`src/rtl/div_iter_unit_pkg.sv`:
```
`default_nettype none
// ============================================================================
// Module      : div_iter_unit_pkg
// Description : Shared width constants and state encoding for the iterative
//               divider used in the E stage.
// Revision    : 1.0 - initial release
// ============================================================================
package div_iter_unit_pkg;

  // Default operand/result width; the iteration count equals this width.
  localparam int DIV_W = 32;

  // Counter must hold the value DIV_W itself, hence the +1.
  localparam int CNT_W = $clog2(DIV_W + 1);

  typedef enum logic [1:0] {
    DIV_IDLE = 2'd0,
    DIV_BUSY = 2'd1,
    DIV_DONE = 2'd2
  } div_state_e;

endpackage : div_iter_unit_pkg
`default_nettype wire

```
`src/rtl/div_iter_unit_div_step.sv`:
```
`default_nettype none
// ============================================================================
// Module      : div_step
// Description : One restoring radix-2 division iteration (combinational).
//               Shifts {rem_in, dvd_in} left by one and trial-subtracts dvs.
//               dvd_out is the shifted dividend register with LSB left at 0;
//               the caller merges q_bit into that freed position.
// Revision    : 1.0 - initial release
// ============================================================================
module div_step #(
  parameter int W = 32
) (
  input  logic [W-1:0] rem_in,
  input  logic [W-1:0] dvd_in,
  input  logic [W-1:0] dvs,
  output logic [W-1:0] rem_out,
  output logic [W-1:0] dvd_out,
  output logic         q_bit
);

  logic [W:0] w_rem_sh;
  logic [W:0] w_diff;

  // The shifted remainder needs W+1 bits; when its top bit is set it is
  // already >= 2^W > dvs, so the subtract always succeeds in that case.
  always_comb begin
    w_rem_sh = {rem_in, dvd_in[W-1]};
    w_diff   = w_rem_sh - {1'b0, dvs};
    q_bit    = w_rem_sh[W] | ~w_diff[W];
    rem_out  = q_bit ? w_diff[W-1:0] : w_rem_sh[W-1:0];
    dvd_out  = {dvd_in[W-2:0], 1'b0};
  end

endmodule : div_step
`default_nettype wire

```
`src/rtl/div_iter_unit.sv`:
```
`default_nettype none
// ============================================================================
// Module      : div_iter_unit
// Description : Multi-cycle iterative DIV/DIVU unit for the E stage. Produces
//               quotient (LO) and remainder (HI), stalls the pipeline while
//               busy and honours a flush that cancels the HI/LO write.
// Revision    : 1.0 - initial release
// ============================================================================
module div_iter_unit
  import div_iter_unit_pkg::*;
#(
  parameter int DATA_W = DIV_W
) (
  input  logic              clk,
  input  logic              rst,
  input  logic              start,
  input  logic              is_signed,
  input  logic [DATA_W-1:0] dividend,
  input  logic [DATA_W-1:0] divisor,
  input  logic              flush,
  output logic              div_stall,
  output logic              result_valid,
  output logic [DATA_W-1:0] quotient,
  output logic [DATA_W-1:0] remainder
);

  localparam int CW = $clog2(DATA_W + 1);

  div_state_e        state_q, state_d;
  logic [CW-1:0]     cnt_q, cnt_d;
  logic [DATA_W-1:0] prem_q, prem_d;    // partial remainder
  logic [DATA_W-1:0] dvd_q, dvd_d;      // dividend, becomes quotient bits
  logic [DATA_W-1:0] dvs_q, dvs_d;      // |divisor|
  logic              qneg_q, qneg_d;
  logic              rneg_q, rneg_d;
  logic [DATA_W-1:0] quo_q, quo_d;      // last committed LO
  logic [DATA_W-1:0] rmd_q, rmd_d;      // last committed HI

  logic [DATA_W-1:0] w_step_rem;
  logic [DATA_W-1:0] w_step_dvd;
  logic              w_step_q;
  logic [DATA_W-1:0] w_dvd_abs;
  logic [DATA_W-1:0] w_dvs_abs;
  logic [DATA_W-1:0] w_q_fix;
  logic [DATA_W-1:0] w_r_fix;

  div_step #(
    .W (DATA_W)
  ) u_step (
    .rem_in  (prem_q),
    .dvd_in  (dvd_q),
    .dvs     (dvs_q),
    .rem_out (w_step_rem),
    .dvd_out (w_step_dvd),
    .q_bit   (w_step_q)
  );

  // Operand magnitudes at acceptance and sign-fixed results at completion.
  // The most negative value negates to itself, which reads as unsigned 2^(W-1).
  always_comb begin
    w_dvd_abs = (is_signed && dividend[DATA_W-1]) ? ('0 - dividend) : dividend;
    w_dvs_abs = (is_signed && divisor[DATA_W-1])  ? ('0 - divisor)  : divisor;
    w_q_fix   = qneg_q ? ('0 - dvd_q)  : dvd_q;
    w_r_fix   = rneg_q ? ('0 - prem_q) : prem_q;
  end

  // Next-state, datapath updates and outputs.
  always_comb begin
    state_d      = state_q;
    cnt_d        = cnt_q;
    prem_d       = prem_q;
    dvd_d        = dvd_q;
    dvs_d        = dvs_q;
    qneg_d       = qneg_q;
    rneg_d       = rneg_q;
    quo_d        = quo_q;
    rmd_d        = rmd_q;
    div_stall    = 1'b0;
    result_valid = 1'b0;
    quotient     = quo_q;
    remainder    = rmd_q;

    unique case (state_q)
      DIV_IDLE: begin
        if (start && !flush) begin
          div_stall = 1'b1;
          dvd_d     = w_dvd_abs;
          dvs_d     = w_dvs_abs;
          qneg_d    = (dividend[DATA_W-1] ^ divisor[DATA_W-1]) & is_signed;
          rneg_d    = dividend[DATA_W-1] & is_signed;
          prem_d    = '0;
          cnt_d     = CW'(DATA_W);
          state_d   = DIV_BUSY;
        end
      end

      DIV_BUSY: begin
        if (flush) begin
          state_d = DIV_IDLE;
        end else begin
          div_stall = 1'b1;
          prem_d    = w_step_rem;
          dvd_d     = w_step_dvd | DATA_W'(w_step_q);
          cnt_d     = cnt_q - CW'(1);
          if (cnt_q == CW'(1)) begin
            state_d = DIV_DONE;
          end
        end
      end

      DIV_DONE: begin
        // Results are presented in this cycle and held afterwards; a flush
        // here suppresses both the pulse and the HI/LO update.
        state_d = DIV_IDLE;
        if (!flush) begin
          result_valid = 1'b1;
          quo_d        = w_q_fix;
          rmd_d        = w_r_fix;
          quotient     = w_q_fix;
          remainder    = w_r_fix;
        end
      end

      default: begin
        state_d = DIV_IDLE;
      end
    endcase
  end

  // State and datapath registers with synchronous reset.
  always_ff @(posedge clk) begin
    if (rst) begin
      state_q <= DIV_IDLE;
      cnt_q   <= '0;
      prem_q  <= '0;
      dvd_q   <= '0;
      dvs_q   <= '0;
      qneg_q  <= 1'b0;
      rneg_q  <= 1'b0;
      quo_q   <= '0;
      rmd_q   <= '0;
    end else begin
      state_q <= state_d;
      cnt_q   <= cnt_d;
      prem_q  <= prem_d;
      dvd_q   <= dvd_d;
      dvs_q   <= dvs_d;
      qneg_q  <= qneg_d;
      rneg_q  <= rneg_d;
      quo_q   <= quo_d;
      rmd_q   <= rmd_d;
    end
  end

endmodule : div_iter_unit
`default_nettype wire

```
`config.mk`:
```
export PLATFORM = sky130hd
export DESIGN_NAME = div_iter_unit
export DESIGN_NICKNAME = d
export VERILOG_FILES = /design/src/rtl/div_iter_unit_pkg.sv /design/src/rtl/div_iter_unit_div_step.sv /design/src/rtl/div_iter_unit.sv
export SDC_FILE = /design/constraint.sdc
export NUM_CORES = 1
export LEC_CHECK = 0
export CORE_MARGIN = 3
export CORE_UTILIZATION = 40
export DETAILED_ROUTE_END_ITERATION = 12
export HOLD_SLACK_MARGIN = 0.06
export MAX_ROUTING_LAYER = met4
export PLACE_DENSITY = 0.61
export SYNTH_ARGS = -nofsm -noshare
export SYNTH_HDL_FRONTEND = slang
export SYNTH_SLANG_ARGS = --single-unit
```
`constraint.sdc`:
```
create_clock -name clk -period 2.9 [get_ports clk]
set_input_delay 0.29 -clock clk [delete_from_list [all_inputs] [get_ports clk]]
set_output_delay 0.29 -clock clk [all_outputs]
set_load 0.05 [all_outputs]
```
# After elaboration in Yosys (flattened, before gate mapping)
# Cells that the tools add are included.
# op_classes
add_sub_neg	6
multipliers	0
n_div	0
n_lt_le_gt_ge	0
n_eq_ne	6
n_shift	0
muxes	26
bitwise_logic	6
n_reduce_logical	9
# op_table
operator	count
two-way mux 32 bit	13
case mux 32 bit (2 select lines)	2
subtractor 1 x 32 -> 32 bit, first input constant	4
subtractor 33 x 32 -> 33 bit	1
OR 32 x 1 -> 32 bit	1
two-way mux 6 bit	2
case mux 6 bit (2 select lines)	1
equality test 6 x 1 -> 1 bit, second input constant	1
two-way mux 2 bit	3
subtractor 6 x 1 -> 6 bit, second input constant	1
!= test 2 bit, second input constant	2
case mux 2 bit (2 select lines)	1
AND reduction 2 bit	2
logical AND 1 bit	3
two-way mux 1 bit	3
!= test 3 bit, second input constant	1
AND reduction 3 bit	1
bitwise AND 1 bit	2
equality test 2 x 1 -> 1 bit, second input constant	1
equality test 2 bit, second input constant	1
logical NOT 2 bit	1
case mux 1 bit (2 select lines)	1
nonzero test 2 bit	1
logical NOT 1 bit	1
other kinds (3)	3
# totals
ff_bits	170
latch_bits	0
ramBits	0
romBits	0
wordCells	62
n_memories	0

# Depth between registers and ports, before layout
# logic_depth
depth_word	6
mapped_depth	13
depth_no_buf	11

# Modules after synthesis
# Synthesis repeated with hierarchy kept, for this count alone.
# unflattened
cells_unflattened	1669
area_unflattened_um2	12296.8
# modules_own_cells
module	instances	cells_each	area_per_inst_um2
div_iter_unit	1	1302	9942.0
div_step	1	367	2354.8

# Worst setup path after synthesis
# No wires, ideal clock.
# synth_path
path_kind	register to output
startpoint	register prem_q[6]
endpoint	output remainder[29]
arrival_ns	3.210
required_time_ns	2.610
path_slack_ns	-0.600
stages_incl_launch_ff	8
path_buffers	0
cell_sequence	dfxtp_1 or4_1 or4_1 nor2_1 nand4_1 o21ai_0 xor2_1 o21ai_0
# synth_between
elab_chain_cells	4
# synth_lines
element	line	text
start, declared	div_iter_unit.sv:31	logic [DATA_W-1:0] prem_q, prem_d;
start signal, assigned	div_iter_unit.sv:145	prem_q <= prem_d;
subtractor 1 x 32 -> 32 bit	div_iter_unit.sv:64	w_r_fix = rneg_q ? ('0 - prem_q) : prem_q;
two-way mux 32 bit	div_iter_unit.sv:64	
two-way mux 32 bit	div_iter_unit.sv:115	if (!flush) begin
two-way mux 32 bit	div_iter_unit.sv:83	unique case (state_q)
end, declared	div_iter_unit.sv:24	output logic [DATA_W-1:0] remainder
# No other way between the ends.

# Worst setup path in the final report
# layout_path
startpoint	register prem_q[2]
endpoint	output remainder[31]
# The elaborated chain is that of the path after synthesis.

==> summary.md <==
| Metric | Value |
|---|---|
| Main synth FF type | dfxtp_1 |
| #FFs+latches synth | between 150 and 200 |
| Setup ws final | -0.421 ns |
| Clk_lat worst skew | approximately 0.43 ns |
| Post-DRT Antenna Nets | 0 |
| P per Cell Area | 390 nW/µm² |
| CP endpoint | remainder[31] |
| Vias/cell | 5.43 |
| Post-Syn Area | 11100 µm² |
| Area post-placement | 14400 µm² |
| CTS tree | built |
| Die width | 172 µm |
| Slew margin rel. | 0.387 |
| Initial antenna violation count | 0 |
| Global-route wire length before repair | 54.0 mm |
| Worst EP required | between 2 and 3 ns |
| Crit-path max cell delay | 0.53 ns |
| Crit path arrival time | 3.03 ns |
| Peak VDD IR | 0.417 mV |
| R2r worst-path depth | 12 |
| Fin. Hold Viols | 0 |
| Die footprint | 29700 µm² |
| CTS Buffer Depth | 2 |
| Synth warnings | 0 |
| Post-synthesis sequential area ratio | 0.307 |
| Grt ovf | 0 |
| Area leader, netlist | dfxtp_1 |
| Initial cell density of the core | 0.409 |
| Fraction of registers with async set/reset | 0 |
| CP max FO | 4 |
| Most common cell in the netlist | nand2_1 |
| CTS Hold Buffers Added | 0 |
| Crit. Startpoint | prem_q[2]$_SDFFE_PP0P_ |
| TritonCTS Sinks | 170 |
| GRT Util Overall | 0.231 |
| Synth top area cells | dfxtp_1 (31%), xor2_1 (6.7%), nand2_1 (6.2%) |
| CP Cell Sequence | or4_4 > or4_4 > nor2_4 > nand4_1 > buf_6 > o31ai_4 > xor2_2 > o21ai_4 > buf_12 |
| Total CTS buffers | 17 |
| Startpoint Class | flip-flop |
| Period minus WS final | 3.32 ns |
| Worst r2r dst | prem_q[17]$_SDFFE_PP0P_ |
| Failing checks | negative setup slack |
| CP endpoint kind | output port |
| Pin count of the biggest net entering global routing | 77 |
| Period utilization | 1.15 |
| Post-Place Setup Slack | -0.287 ns |
| Core Footprint | 27100 µm² |
| Max Cap Viol | 0 |
| DR WL/cell | 16.8 µm |
| Count of unique library cells instantiated by Yosys | approximately 70 |
| Final instance area | 16100 µm² |
| Max Clock Freq | 301 MHz |
| Final Skew | 0.0114 ns |
| Cell Count, Final, Fillers Out | 2056 |
| LEAKAGE | 6.45 nW |
| Final WL | between 30 and 40 mm |
| HPWL after DPL | roughly 25 mm |
| Area Growth Syn to Fin | 45.2% |
| Die Y | 172 µm |
| Unrepaired setup endpoints after global routing | yes |
| I/O Pins | ~140 |
| Fillers | 2416 |
| First-pass detailed-route iteration total | 5 |
| EDFF count, synth | 0 |
| Final Util | 0.594 |
| FF-to-FF Start | prem_q[0]$_SDFFE_PP0P_ |
| Root Buffer | clkbuf_16 |
| Most common library cells after synthesis | nand2_1 (183), dfxtp_1 (170), nor2_1 (116) |
| Worst Hold Class | in -> reg |
| IO Port Bufs | 134 |
| Slowest-stage cell, CP | or4_4 |
| H-tree Lvls | 4 |
| Antenna Cells | 0 |
| Area share of the leading cell type in the synthesized netlist | 0.307 |
| Slew @ Worst Pin | 0.918 ns |
| # DRC | 0 |
| Vias | 11200 |
| Vias in the first global route | 10100 |
| Outcome | finished, violations left |
| Fin nets | 1781 |
| GPL Wtd Cong | between 0.9 and 1 |
| CP dominant cell by count | or4_4 |
| Critical path type | reg -> out |
| Reg2reg setup slack | 0.06 ns |
| Hold slack | 0.286 ns |
| Avg Cell Area, Syn | 7.60 µm² |
| Dpl cells | roughly 2000 |
| Mapped Cells | approximately 1500 |
| Worst-path clk slew | 0.07 ns |
| Slew Viols, Final | 0 |
| Row cnt | 60 |
| Final setup fails | 26 |
| Syn_nets | between 1500 and 2000 |
| DRT iter0 DRCs | 973 |
| Layout cells sized above 1 | 0.255 |
## state kept, by name, summed over array words and instances (netlist names)
| name | flops |
|---|---|
| cnt_q | 6 |
| prem_q | 32 |
| qneg_q | 1 |
| rneg_q | 1 |
| state_q | 2 |
| dvd_q | 32 |
| dvs_q | 32 |
| quo_q | 32 |
| rmd_q | 32 |
## power breakdown
part	leakage, nW	total (mW)	switching, mW	internal, mW
combinational	4.77	1.38	0.764	0.611
sequential	1.39	2.49	0.0817	2.41
clock	0.302	2.42	0.974	1.45
total	6.45	6.28	1.82	4.46
## critical path, delay by kind of cell (launching register included)
family	cells	cell delay, ns
buffers and inverters	2	0.32
AND/OR/NAND/NOR	4	1.35
AO/OA/AOI/OAI	2	0.35
XOR/XNOR	1	0.26
flip-flops	1	0.32
## final cells by class
cell class | count | area, µm² | area share
inverters | 51 | 194 | 0.0121
repair buffers | 288 | 3230 | 0.201
multi-input cells | 1145 | 8160 | 0.507
well taps | 372 | 465 | 0.0289
clock inverters | 9 | 138 | 0.00855
clock buffers | 21 | 480 | 0.0299
flip-flops and latches | 170 | 3420 | 0.213
## kinds of logic (layout without fill, tap and decap cells)
kind of cell	after synthesis	after routing	synth area share
DFF	170	170	0.307
buffers and inverters	144	369	0.0491
and+or+nand+nor	570	570	0.252
muxes	10	10	0.00948
xor gates and xnor gates	137	137	0.108
AOI/OAI and AO/OA	389	389	0.229
adders and majority gates	39	39	0.0447
## layer usage
layer  part of all wire  vias to the layer above  track usage
li1                   -                     5645            -
met1               0.51                     5196        0.362
met2               0.43                      298        0.317
met3              0.051                       24       0.0222
met4              0.012                        0       0.0496
met5                  0                        -            -
## placed cells by master (no fill, tap or decap), types with 12 or more instances in the layout
master,n
buf_12,66
inv_1,48
xor2_1,72
nor2b_1,58
nand2_1,164
buf_4,141
ha_1,35
or4_1,12
or3_1,17
nand2b_1,14
xnor2_1,43
nor3_1,22
a31oi_1,13
nand3_1,74
o21ai_0,68
a211oi_1,44
clkdlybuf4s50_1,67
o31ai_1,18
o21ai_2,28
clkbuf_16,18
nor2_1,113
a21o_1,18
a21oi_1,73
dfxtp_1,160
## what timing repair did
| item | CTS | global route |
|---|---|---|
| buffers inserted | 7 | 12 |
| endpoints found under the setup margin | 43 | 81 |
| resized for setup | 100 | 107 |
| pin swaps | 32 | 52 |
| gates cloned | 0 | 1 |
## how the worst min path moves through the flow
stage	startpoint	endpoint	slack, ns	depth (start not counted)
3_3_place_gp	dvs_q[31]$_SDFFE_PP0P_	dvs_q[31]$_SDFFE_PP0P_	0.44	2
5_1_grt	rst	dvd_q[18]$_SDFFE_PP0P_	0.30	2
4_1_cts	rst	dvd_q[20]$_SDFFE_PP0P_	0.27	2
6_report	rst	dvd_q[12]$_SDFFE_PP0P_	0.29	2
3_5_place_dp	rmd_q[10]$_SDFF_PP0_	rmd_q[10]$_SDFF_PP0_	0.45	2
2_1_floorplan	divisor[0]	dvs_q[0]$_SDFFE_PP0P_	0.43	2
## through the flow
| step | power [mW] | TNS [ns] |
|---|---|---|
| 6_report | 6.28 | -4.59 |
| 5_1_grt | 6.54 | -7.56 |
| 4_1_cts | 6.20 | -4.55 |
| 3_5_place_dp | 3.75 | -2.78 |
| 3_3_place_gp | 3.74 | -2.19 |
| 2_1_floorplan | 3.25 | 0 |
Note: power is estimated with default switching activity, not from simulation.
